$ cat src/rtl/instr_fetch.sv
// Instruction fetch unit: requests words from instruction memory, holds them in IR
// and issues the decoded fields downstream once per instruction, honouring stall.
module instr_fetch (
  input  logic        clk,
  input  logic        rst,
  output logic        imem_req,
  output logic [7:0]  imem_addr,
  input  logic        imem_ack,
  input  logic [15:0] imem_rdata,
  input  logic        stall,
  output logic        instr_valid,
  output logic [3:0]  opcode,
  output logic [3:0]  rd,
  output logic [3:0]  rs,
  output logic [3:0]  rt,
  output logic [7:0]  pc,
  output logic        halt,
  output logic [15:0] retired
);

  localparam logic [3:0] OP_HALT = 4'hF;

  typedef enum logic [1:0] {
    IDLE,
    FETCH,
    ISSUE,
    HALTED
  } state_t;

  state_t      state, state_nxt;
  logic [15:0] ir;
  logic        ir_load;
  logic        pc_inc;
  logic        issue;

  // NOTE: every signal gets a default before the case so no path leaves one
  // unassigned, which would otherwise infer a latch.
  always_comb begin
    state_nxt = state;
    ir_load   = 1'b0;
    pc_inc    = 1'b0;
    issue     = 1'b0;
    case (state)
      IDLE:  state_nxt = FETCH;
      FETCH: begin
        if (imem_ack) begin
          if (imem_rdata[15:12] == OP_HALT) begin
            state_nxt = HALTED;
          end else begin
            ir_load   = 1'b1;
            pc_inc    = 1'b1;
            state_nxt = ISSUE;
          end
        end
      end
      ISSUE: begin
        if (!stall) begin
          issue     = 1'b1;
          state_nxt = FETCH;
        end
      end
      HALTED:  state_nxt = HALTED;
      default: state_nxt = IDLE;
    endcase
  end

  // NOTE: non-blocking assignments keep every register sampling pre-edge values,
  // so ordering between these statements cannot change behaviour.
  always_ff @(posedge clk) begin
    if (rst) begin
      state   <= IDLE;
      pc      <= 8'h00;
      ir      <= 16'h0000;
      retired <= 16'h0000;
    end else begin
      state <= state_nxt;
      if (ir_load) ir      <= imem_rdata;
      if (pc_inc)  pc      <= pc + 8'd1;
      if (issue)   retired <= retired + 16'd1;
    end
  end

  // Outputs are forced quiet while rst is held so the memory and decoder see
  // nothing even in the cycle before the registers clear.
  assign imem_req    = !rst && (state == FETCH);
  assign imem_addr   = rst ? 8'h00 : pc;
  assign instr_valid = !rst && issue;
  assign halt        = !rst && (state == HALTED);

  // Fields read as zero outside an issue cycle, which the decoder treats as a no-op.
  assign opcode = instr_valid ? ir[15:12] : 4'd0;
  assign rd     = instr_valid ? ir[11:8]  : 4'd0;
  assign rs     = instr_valid ? ir[7:4]   : 4'd0;
  assign rt     = instr_valid ? ir[3:0]   : 4'd0;

endmodule

$ cat config.mk
export PLATFORM = sky130hd
export DESIGN_NAME = instr_fetch
export DESIGN_NICKNAME = d
export VERILOG_FILES = /design/src/rtl/instr_fetch.sv
export SDC_FILE = /design/constraint.sdc
export NUM_CORES = 1
export LEC_CHECK = 0
export ABC_AREA = 1
export CAP_MARGIN = 30
export CORE_UTILIZATION = 41
export DETAILED_ROUTE_END_ITERATION = 6
export GPL_TIMING_DRIVEN = 0
export HOLD_SLACK_MARGIN = 0.03
export PLACE_DENSITY = 0.83
export RECOVER_POWER = 25
export SLEW_MARGIN = 20
export SYNTH_ARGS = -nofsm -noshare
export SYNTH_HDL_FRONTEND = slang
export SYNTH_SLANG_ARGS = --single-unit
$ cat constraint.sdc
create_clock -name clk -period 1.3 [get_ports clk]
set_input_delay 0.13 -clock clk [delete_from_list [all_inputs] [get_ports clk]]
set_output_delay 0.13 -clock clk [all_outputs]
set_load 0.01 [all_outputs]
==> flow_summary.ini, run 1 <==
[run_status]
status = finished, violations left
violations = setup timing

[floorplanning]
die_w_um = 73.16
start_util_pct = 43.37
die-area_um2 = 5352
pin_count = 71
dieHeight_um = 73.16
fp.coreArea_um2 = 4786
rows = 25

[placed_design]
io_buffers = 70
hpwl_um = 3746
routabilityCongestion = 0.8127
dpl.cell_count = 435

[global_routing]
grt-ovfl-total = 0
grt_pass1_wl_um = 8217
grt_usage_pct = 19.79
first_global_vias = 1871
antenna_found_initial = 0
grt_start_max_net_pins = 13

[clocking]
postCtsHoldBufs = 0
htree_levels = 2
tritoncts = built
clock_latency_ns = 0.29
root_buffer = clkbuf_8
cts.path.max_buffers = 2
clock_sink_count = 42
numCtsBuffers = 5
clk_pin_slew_ns = 0.08

[sta]
maxSlewHeadroom_pct = 71.81
drv_slew = 0
rsz0062_at_grt = yes
setup_violations = 20
skew_ns = 0.005866
tightest_slew_ns = 0.4228
finalCriticalPeriod_ns = 1.478
fin_ws_ns = -0.1781
finalHoldViolations = 0
timing.final.crit_share_pct = 113.7
max_freq_mhz = 676.5

[route]
drtIter0Drc = 135
firstDrtPassIters = 4
vias_per_cell = 4.914
avgRoutedWirePerCell_um = 12.14
ant_nets = 0
wl_um = 5511
num_vias = 2231
drc_errors = 0

[worst_setup_path]
cp.required_ns = 1.17
slowest_delay_ns = 0.36
critical-path-slowest-cell = dfxtp_4
crit_buf_inv = 4
crit_cells = 7
worstSetupPathType = flop to output pin
cp-end-kind = output pin
critPathTopFamily = buffers and inverters
arrival_ns = 1.35
reg2reg_depth = 6
crit_fanout = 6
startpoint_type = flop
crit_chain = inv_4, nand3_4, nor2_4, clkinv_4, buf_6, nor2_1, buf_2

[finish]
layout.cells.most_common = nor2_1
finalNetCount = 409
final_cell_mix = nor2_1 (45), inv_1 (44), nand2_1 (44)
area_growth_pct = 46.96
fillers = 438
multi_input_area_um2 = 1074
instances_no_fill = 454
antennaDiodeCount = 0
seqCellArea_um2 = 868.3
drive_above_1_share_pct = 24.29

[synthesis]
ys_ff_latch = 42
ys.flop_type = dfxtp_1
avgSynthCellArea_um2 = 6.966
yosysTopAreaCell = dfxtp_1
async_flop_share_pct = 0
yosys_warnings = 0
synth_cells = 298
synth_seq_area_share_pct = 40.51
synth.area.top_cells = dfxtp_1 (41%), nor2_1 (9.9%), inv_1 (8.1%)
netlist_area_um2 = 2076
synth.top_cell.area_share_pct = 40.51
syn-num-nets = 320
yosysUniqueCellTypes = 27
synth_edf_count = 0

[hold_path]
min_path_type = primary input to flop
whs_path_depth = 3

[pwr]
power.density_nw_per_um2 = 810.9
leakage_nw = 1.398
peakVddDrop_v = 0.0005227
power_w = 0.002474

[job]
drv_cap = 0
routing by layer:
metal	GRT usage, %	wire, µm	up-vias
li1	-	-	1120
met1	25.15	2343	1029
met2	32.92	2712	76
met3	5.801	386	6
met4	4.575	68	0
met5	0	0	-
final timing paths:
path / from / to / slack [ns]
worst max register to register: state[0] / pc[5] / -0.07
worst min register to register: ir[5] / ir[5] / 0.46
worst max-delay path: state[0] / rd[2] / -0.18
worst min-delay path: imem_rdata[1] / ir[1] / 0.44
Yosys cell counts (3+ instances only):
| cell | count |
|---|---|
| a21oi_1 | 28 |
| buf_6 | 4 |
| clkbuf_1 | 4 |
| dfxtp_1 | 42 |
| inv_1 | 45 |
| inv_2 | 4 |
| nand2_1 | 44 |
| nand3_1 | 11 |
| nand4_1 | 7 |
| nor2_1 | 55 |
| nor2_2 | 3 |
| nor2_4 | 3 |
| nor3_1 | 6 |
| o21ai_0 | 11 |
| o21ai_1 | 15 |
worst register-to-register path, delay by kind of cell (launching register included):
family / cells / cell delay [ns]
AND/OR/NAND/NOR: 4 / 0.59
XOR/XNOR: 1 / 0.17
buffers and inverters: 1 / 0.14
flip-flops: 1 / 0.37
kinds of logic (layout without fill, tap and decap cells):
family / Yosys count / after routing / share of synthesized area [%]
buffers and inverters: 59 / 147 / 12.42
and+or+nand+nor: 139 / 140 / 32.01
AOI/OAI and AO/OA: 54 / 54 / 13.02
adders and majority gates: 2 / 2 / 1.205
DFF: 42 / 42 / 40.51
xor gates and xnor gates: 2 / 2 / 0.8440
cell type report:
cell class              instances  area share, %
clock inverters                 2         0.3281
plain buffers                   9          2.584
clock buffers                   5          2.256
well taps                      67          2.748
repair buffers                 81          21.86
flip-flops and latches         42          28.47
inverters                      50          6.563
multi-input cells             198          35.19
through the flow:
step | hold WS (ns) | util (%) | setup TNS [ns] | area, µm² | setup WS [ns]
detailed placement | 0.4466 | 59.87 | -24.67 | 2865 | -0.7616
CTS | 0.4385 | 60.55 | -1.756 | 2898 | -0.1685
finish | 0.4448 | 63.74 | -2.514 | 3050 | -0.1781
global route | 0.4643 | 63.74 | -4.270 | 3050 | -0.2523
floorplan | 0.2872 | - | 0 | 2081 | 0.03265
global placement | 0.4399 | 59.87 | -23.43 | 2865 | -0.7449
power breakdown:
| part | switching [W] | leakage (nW) | internal [W] |
|---|---|---|---|
| logic | 0.000181 | 1.00 | 0.000148 |
| clock network | 0.000433 | 0.0438 | 0.000361 |
| registers | 0.0000214 | 0.349 | 0.00133 |
timing repair:
item | in CTS | in global routing
gates resized for setup | 138 | 30
setup endpoints to repair | 57 | 37
cloned | 1 | 1
pin swaps | 2 | 5
setup buffers | 4 | 7
hold endpoints to repair | 0 | 0
state kept, by name, summed over array words and instances, names as in the netlist:
signal and flops:
retired 16, ir 16, state 2, pc 8
No activity file was read; power rests on OpenSTA's default activity.
==> run 2, diff against run 1 <==
--- a/config.mk
+++ b/config.mk
@@ -7,6 +7,7 @@
 export LEC_CHECK = 0
 export ABC_AREA = 1
 export CAP_MARGIN = 30
+export CORE_MARGIN = 2
 export CORE_UTILIZATION = 41
 export DETAILED_ROUTE_END_ITERATION = 6
 export GPL_TIMING_DRIVEN = 0
==> run 2 against run 1 <==
Final area grew 5.1%. Routed wire length up 4.9%. Critical path depth unchanged. Register-to-register slack hardly changed. Flip-flop and latch count is the same. Setup slack better by 0.0025 ns. Global-route usage decreased by 0.65 points. Highest routed layer unchanged. The flow still finishes with violations (setup timing). Die area rose by 5.5%. Power increased by 12%. Critical endpoint is now opcode[2]. First-iteration DRC count is 27% lower.
==> flow_summary.ini, run 2 (synthesized netlist as in run 1, its figures left out) <==
[global_routing]
grt_pass1_wl_um = 8369
grt-ovfl-total = 0
grt_start_max_net_pins = 14
antenna_found_initial = 0
first_global_vias = 1969
grt_usage_pct = 19.14

[sta]
rsz0062_at_grt = yes
fin_ws_ns = -0.1756
finalCriticalPeriod_ns = 1.476
setup_violations = 30
maxSlewHeadroom_pct = 60.77
skew_ns = 0.006181
tightest_slew_ns = 0.5884
finalHoldViolations = 0
timing.final.crit_share_pct = 113.5
max_freq_mhz = 677.7
fin_tns_setup_ns = -2.491
drv_slew = 0

[clocking]
clock_sink_count = 42
numCtsBuffers = 5
clk_pin_slew_ns = 0.08
cts.path.max_buffers = 2
tritoncts = built
root_buffer = clkbuf_8
postCtsHoldBufs = 0
htree_levels = 2
clock_latency_ns = 0.30

[floorplanning]
rows = 25
fp.coreArea_um2 = 4817
start_util_pct = 43.09
pin_count = 71
dieHeight_um = 75.16
die_w_um = 75.16
die-area_um2 = 5648

[placed_design]
hpwl_um = 3850
placed_cell_area_um2 = 2865
io_buffers = 70
dp_slack_ns = -0.7653
routabilityCongestion = 0.8270

[route]
wl_um = 5782
ant_nets = 0
firstDrtPassIters = 4
drtIter0Drc = 98
vias_per_cell = 4.913
avgRoutedWirePerCell_um = 12.57
drc_errors = 0
num_vias = 2260

[worst_setup_path]
worstSetupPathType = flop to output pin
arrival_ns = 1.35
startpoint_type = flop
cp-end-kind = output pin
crit_buf_inv = 4
critPathTopFamily = buffers and inverters
timing.critical_path.from = state[0]
critical-path-slowest-cell = dfxtp_4
r2r_start = state[0]
slowest_delay_ns = 0.36
crit_fanout = 10
crit_chain = inv_4, nand3_4, nor2_4, inv_4, buf_8, nor2_1, buf_2
cpMostUsedCell = inv_4
cp.required_ns = 1.17

[finish]
fillers = 431
final_cell_mix = inv_1 (44), nand2_1 (44), nor2_1 (43)
antennaDiodeCount = 0
drive_above_1_share_pct = 29.01
finalNetCount = 414
utilization_pct = 66.57
finalInstanceArea_um2 = 3207
area_growth_pct = 54.49
reg.largest.list = ir (16), retired (16), pc (8)

[pwr]
power.density_nw_per_um2 = 865.0
share_comb_of_total_power_pct = 14.0
intPower_w = 0.002084
p_sw_share_pct = 24.89
clock_power_share_pct = 37.1
peakVddDrop_v = 0.0005076
p_switching_w = 0.0006903
leakage_nw = 1.463
power_w = 0.002774
p_seq_share_pct = 48.9

[hold_path]
hold_path_startpoint = imem_rdata[7]
min_path_type = primary input to flop

[run_status]
violations = setup timing
status = finished, violations left

[job]
drv_cap = 0
run 2: cell count changes in the layout (fill, tap and decap cells not counted), moves of 3 or more:
cell     change
a21oi_1      -3
a21oi_2      +3
buf_4        +3
buf_6        -3
dfxtp_2      +3
dfxtp_4      -3
nor2_2       +4
o21ai_1      -4
o21ai_2      +4
run 2: path summary, 6_finish.rpt:
kind / endpoint / slack, ns / cells past startpoint
setup / recovery: opcode[2] / -0.18 / 7
hold / removal: ir[7] / 0.44 / 3
setup reg to reg: pc[4] / -0.08 / 8
hold reg to reg: ir[1] / 0.46 / 2
run 2: layer usage:
layer / GRT usage, % / share of wire, %
met5: 0 / 0
met4: 7.407 / 1.7
met3: 4.953 / 7.4
met2: 32.85 / 50
met1: 22.93 / 41
run 2: worst min-delay path, delay by kind of cell:
family / cells / cell delay (ns)
compound gates: 2 / 0.17
buf+inv: 1 / 0.39
run 2: cell type report:
class	count	area [µm²]	area share, %
repair buffers	86	726.9	22.67
clock buffers	5	68.82	2.146
well taps	67	83.83	2.614
multi-input cells	198	1132	35.31
clock inverters	3	40.04	1.249
plain buffers	9	96.34	3.004
inverters	50	197.7	6.165
flip-flops and latches	42	860.8	26.84
run 2: power by group through the flow:
stage / Combinational (W) / Clock (W) / Sequential, W
after floorplan: 0.000162 / 0 / 0.00139
after global placement: 0.000289 / 0 / 0.00138
after detailed placement: 0.000295 / 0 / 0.00139
after CTS: 0.000307 / 0.00104 / 0.00135
after global routing: 0.000422 / 0.00108 / 0.00136
final: 0.000388 / 0.00103 / 0.00136
run 2: what timing repair did:
action / CTS / global route
buffers inserted: 6 / 8
resized for setup: 137 / 42
cloned: 0 / 3
setup endpoints to repair: 60 / 33
pin swaps: 2 / 8
run 2: stage by stage:
| step | cells | hold WS, ns |
|---|---|---|
| final | 460 | 0.4372 |
| after global placement | 435 | 0.4402 |
| after floorplan | 298 | 0.2872 |
| after CTS | 449 | 0.4393 |
| after detailed placement | 435 | 0.4448 |
| after global routing | 460 | 0.4593 |
==> run 3, diff against run 2 <==
==> constraint.sdc (replaced) <==
create_clock -name clk -period 1.2 [get_ports clk]
set_input_delay 0.12 -clock clk [delete_from_list [all_inputs] [get_ports clk]]
set_output_delay 0.12 -clock clk [all_outputs]
set_load 0.01 [all_outputs]
==> run 3 against run 2 <==
The run still ends with setup timing left. Setup slack lost 0.070 ns. Routed wire length is 1.2% higher. Power down 2.6%. Die area stayed put. Final area down 1.5%. Global-route usage grew 1.1 points. Hold slack worse by 0.14 ns. Register-to-register slack got worse by 0.09 ns. Flip-flop and latch count did not move. Critical endpoint is now rs[1]. Largest power group unchanged.
==> flow_summary.ini, run 3 (synthesized netlist as in run 1, its figures left out) <==
[route]
vias_per_cell = 4.835
drtIter0Drc = 75
num_vias = 2234
met3_length_um = 403
ant_nets = 0
avgRoutedWirePerCell_um = 12.67
firstDrtPassIters = 4
wl_met1_um = 2581
wl_um = 5853
top_layer = met4
drc_errors = 0
route.met2.wl_um = 2773

[hold_path]
min_path_type = primary input to flop
whs_path_depth = 4
hold_path_startpoint = rst
min_to = ir[2]

[finish]
drive_above_1_share_pct = 29.11
reg.largest.list = ir (16), retired (16), pc (8)
seqCellArea_um2 = 865.8
finalInstanceArea_um2 = 3159
fillers = 445
instances_no_fill = 462
finalNetCount = 417
multi_input_area_um2 = 1129
final_cell_mix = nor2_1 (44), inv_1 (43), nand2_1 (40)
layout.cells.most_common = nor2_1
area_growth_pct = 52.20
antennaDiodeCount = 0

[worst_setup_path]
slowest_delay_ns = 0.35
crit_buf_inv = 4
critical-path-slowest-cell = dfxtp_4
cp-end-kind = output pin
r2r_start = state[0]
cp.required_ns = 1.08
arrival_ns = 1.33
startpoint_type = flop
ff2ff_setup_slack_ns = -0.17
worstSetupPathType = flop to output pin
cpMostUsedCell = inv_4
critPathTopFamily = buffers and inverters
crit_fanout = 10
reg2reg_depth = 10
crit_chain = inv_4, nand3_4, nor2_4, inv_4, buf_8, nor2_1, buf_2
worstReg2RegEnd = retired[11]

[floorplanning]
die_w_um = 75.16
pin_count = 71
rows = 25
die-area_um2 = 5648
fp.coreArea_um2 = 4817
dieHeight_um = 75.16
start_util_pct = 43.09

[sta]
skew_ns = 0.009775
fin_tns_setup_ns = -4.743
finalHoldViolations = 0
rsz0062_at_grt = yes
fin_ws_ns = -0.2453
finalCriticalPeriod_ns = 1.445
max_freq_mhz = 691.9
maxSlewHeadroom_pct = 63.27
setup_violations = 37
tightest_slew_ns = 0.5510
timing.final.crit_share_pct = 120.4
drv_slew = 0

[pwr]
peakVddDrop_v = 0.0005450
leakage_nw = 1.442
power.density_nw_per_um2 = 854.8

[clocking]
tritoncts = built
clock_latency_ns = 0.30
postCtsHoldBufs = 0
htree_levels = 2
numCtsBuffers = 5
clock_sink_count = 42
cts.path.max_buffers = 2
root_buffer = clkbuf_8
clk_pin_slew_ns = 0.08

[global_routing]
first_global_vias = 2020
antenna_found_initial = 0
grt_pass1_wl_um = 8742
grt-ovfl-total = 0
grt_start_max_net_pins = 13
grt_usage_pct = 20.20

[run_status]
status = finished, violations left
violations = setup timing

[placed_design]
hpwl_um = 3813
placed_cell_area_um2 = 2870
dpl.cell_count = 435
io_buffers = 70
routabilityCongestion = 0.7966

[job]
drv_cap = 0
run 3: changes by cell type in the layout (fill, tap and decap cells not counted), sizes merged:
| cell | before | now |
|---|---|---|
| clkbuf | 12 | 15 |
| buf | 38 | 44 |
| clkdlybuf4s15 | 1 | 3 |
| dlygate4sd2 | 31 | 23 |
| bufinv | 1 | 0 |
run 3: stage by stage:
stage	power (W)	hold slack, ns	utilization, %	setup WS (ns)
final	0.002701	0.2954	65.58	-0.2453
after detailed placement	0.001822	0.4455	59.58	-0.8321
after global placement	0.001813	0.4400	59.58	-0.8225
after CTS	0.002701	0.4275	62.65	-0.2709
after floorplan	0.001676	0.2672	-	-0.02463
after global routing	0.002804	0.3115	65.58	-0.3309
run 3: how the worst max path moves through the flow:
stage	startpoint	endpoint	slack (ns)	cells after the start
final	state[0]	rs[1]	-0.25	7
after global routing	state[0]	opcode[2]	-0.33	7
after CTS	state[0]	rt[2]	-0.27	7
after detailed placement	stall	rd[1]	-0.83	8
after global placement	stall	opcode[2]	-0.82	8
after floorplan	state[0]	opcode[2]	-0.02	6
run 3: report_power, final:
| group | switching [W] | internal, W | total (W) |
|---|---|---|---|
| Sequential | 0.0000232 | 0.00144 | 0.00146 |
| Clock | 0.000476 | 0.000391 | 0.000867 |
| Combinational | 0.000203 | 0.000170 | 0.000372 |
| Total | 0.000702 | 0.00200 | 0.00270 |
run 3: repair_timing:
action / 4_1_cts / 5_1_grt
cloned: 2 / 0
resized for setup: 151 / 56
endpoints found under the hold margin: 0 / 0
setup buffers: 11 / 9
setup endpoints to repair: 77 / 61
pin swaps: 6 / 10
run 3: area by class of cell:
cell class	instances	area share [%]
multi-input cells	198	35.72
clock inverters	2	0.3168
inverters	50	6.416
clock buffers	5	2.178
plain buffers	9	2.495
well taps	67	2.653
flip-flops and latches	42	27.41
repair buffers	89	22.81
run 3: layer usage:
metal  vias up  track usage, %
met4         0           7.797
met1      1011           26.01
met3        10           4.552
li1       1136               -
met2        77           33.04
met5         -               0
run 3: worst register-to-register path, stage by stage (launching register included):
cell and delay [ns]:
dfxtp_4 0.35, inv_4 0.06, nand3_4 0.07, buf_4 0.15, buf_12 0.14, inv_8 0.06
nand2_8 0.06, nor2_4 0.19, nand3_2 0.09, nand2_2 0.07, nor2_2 0.03
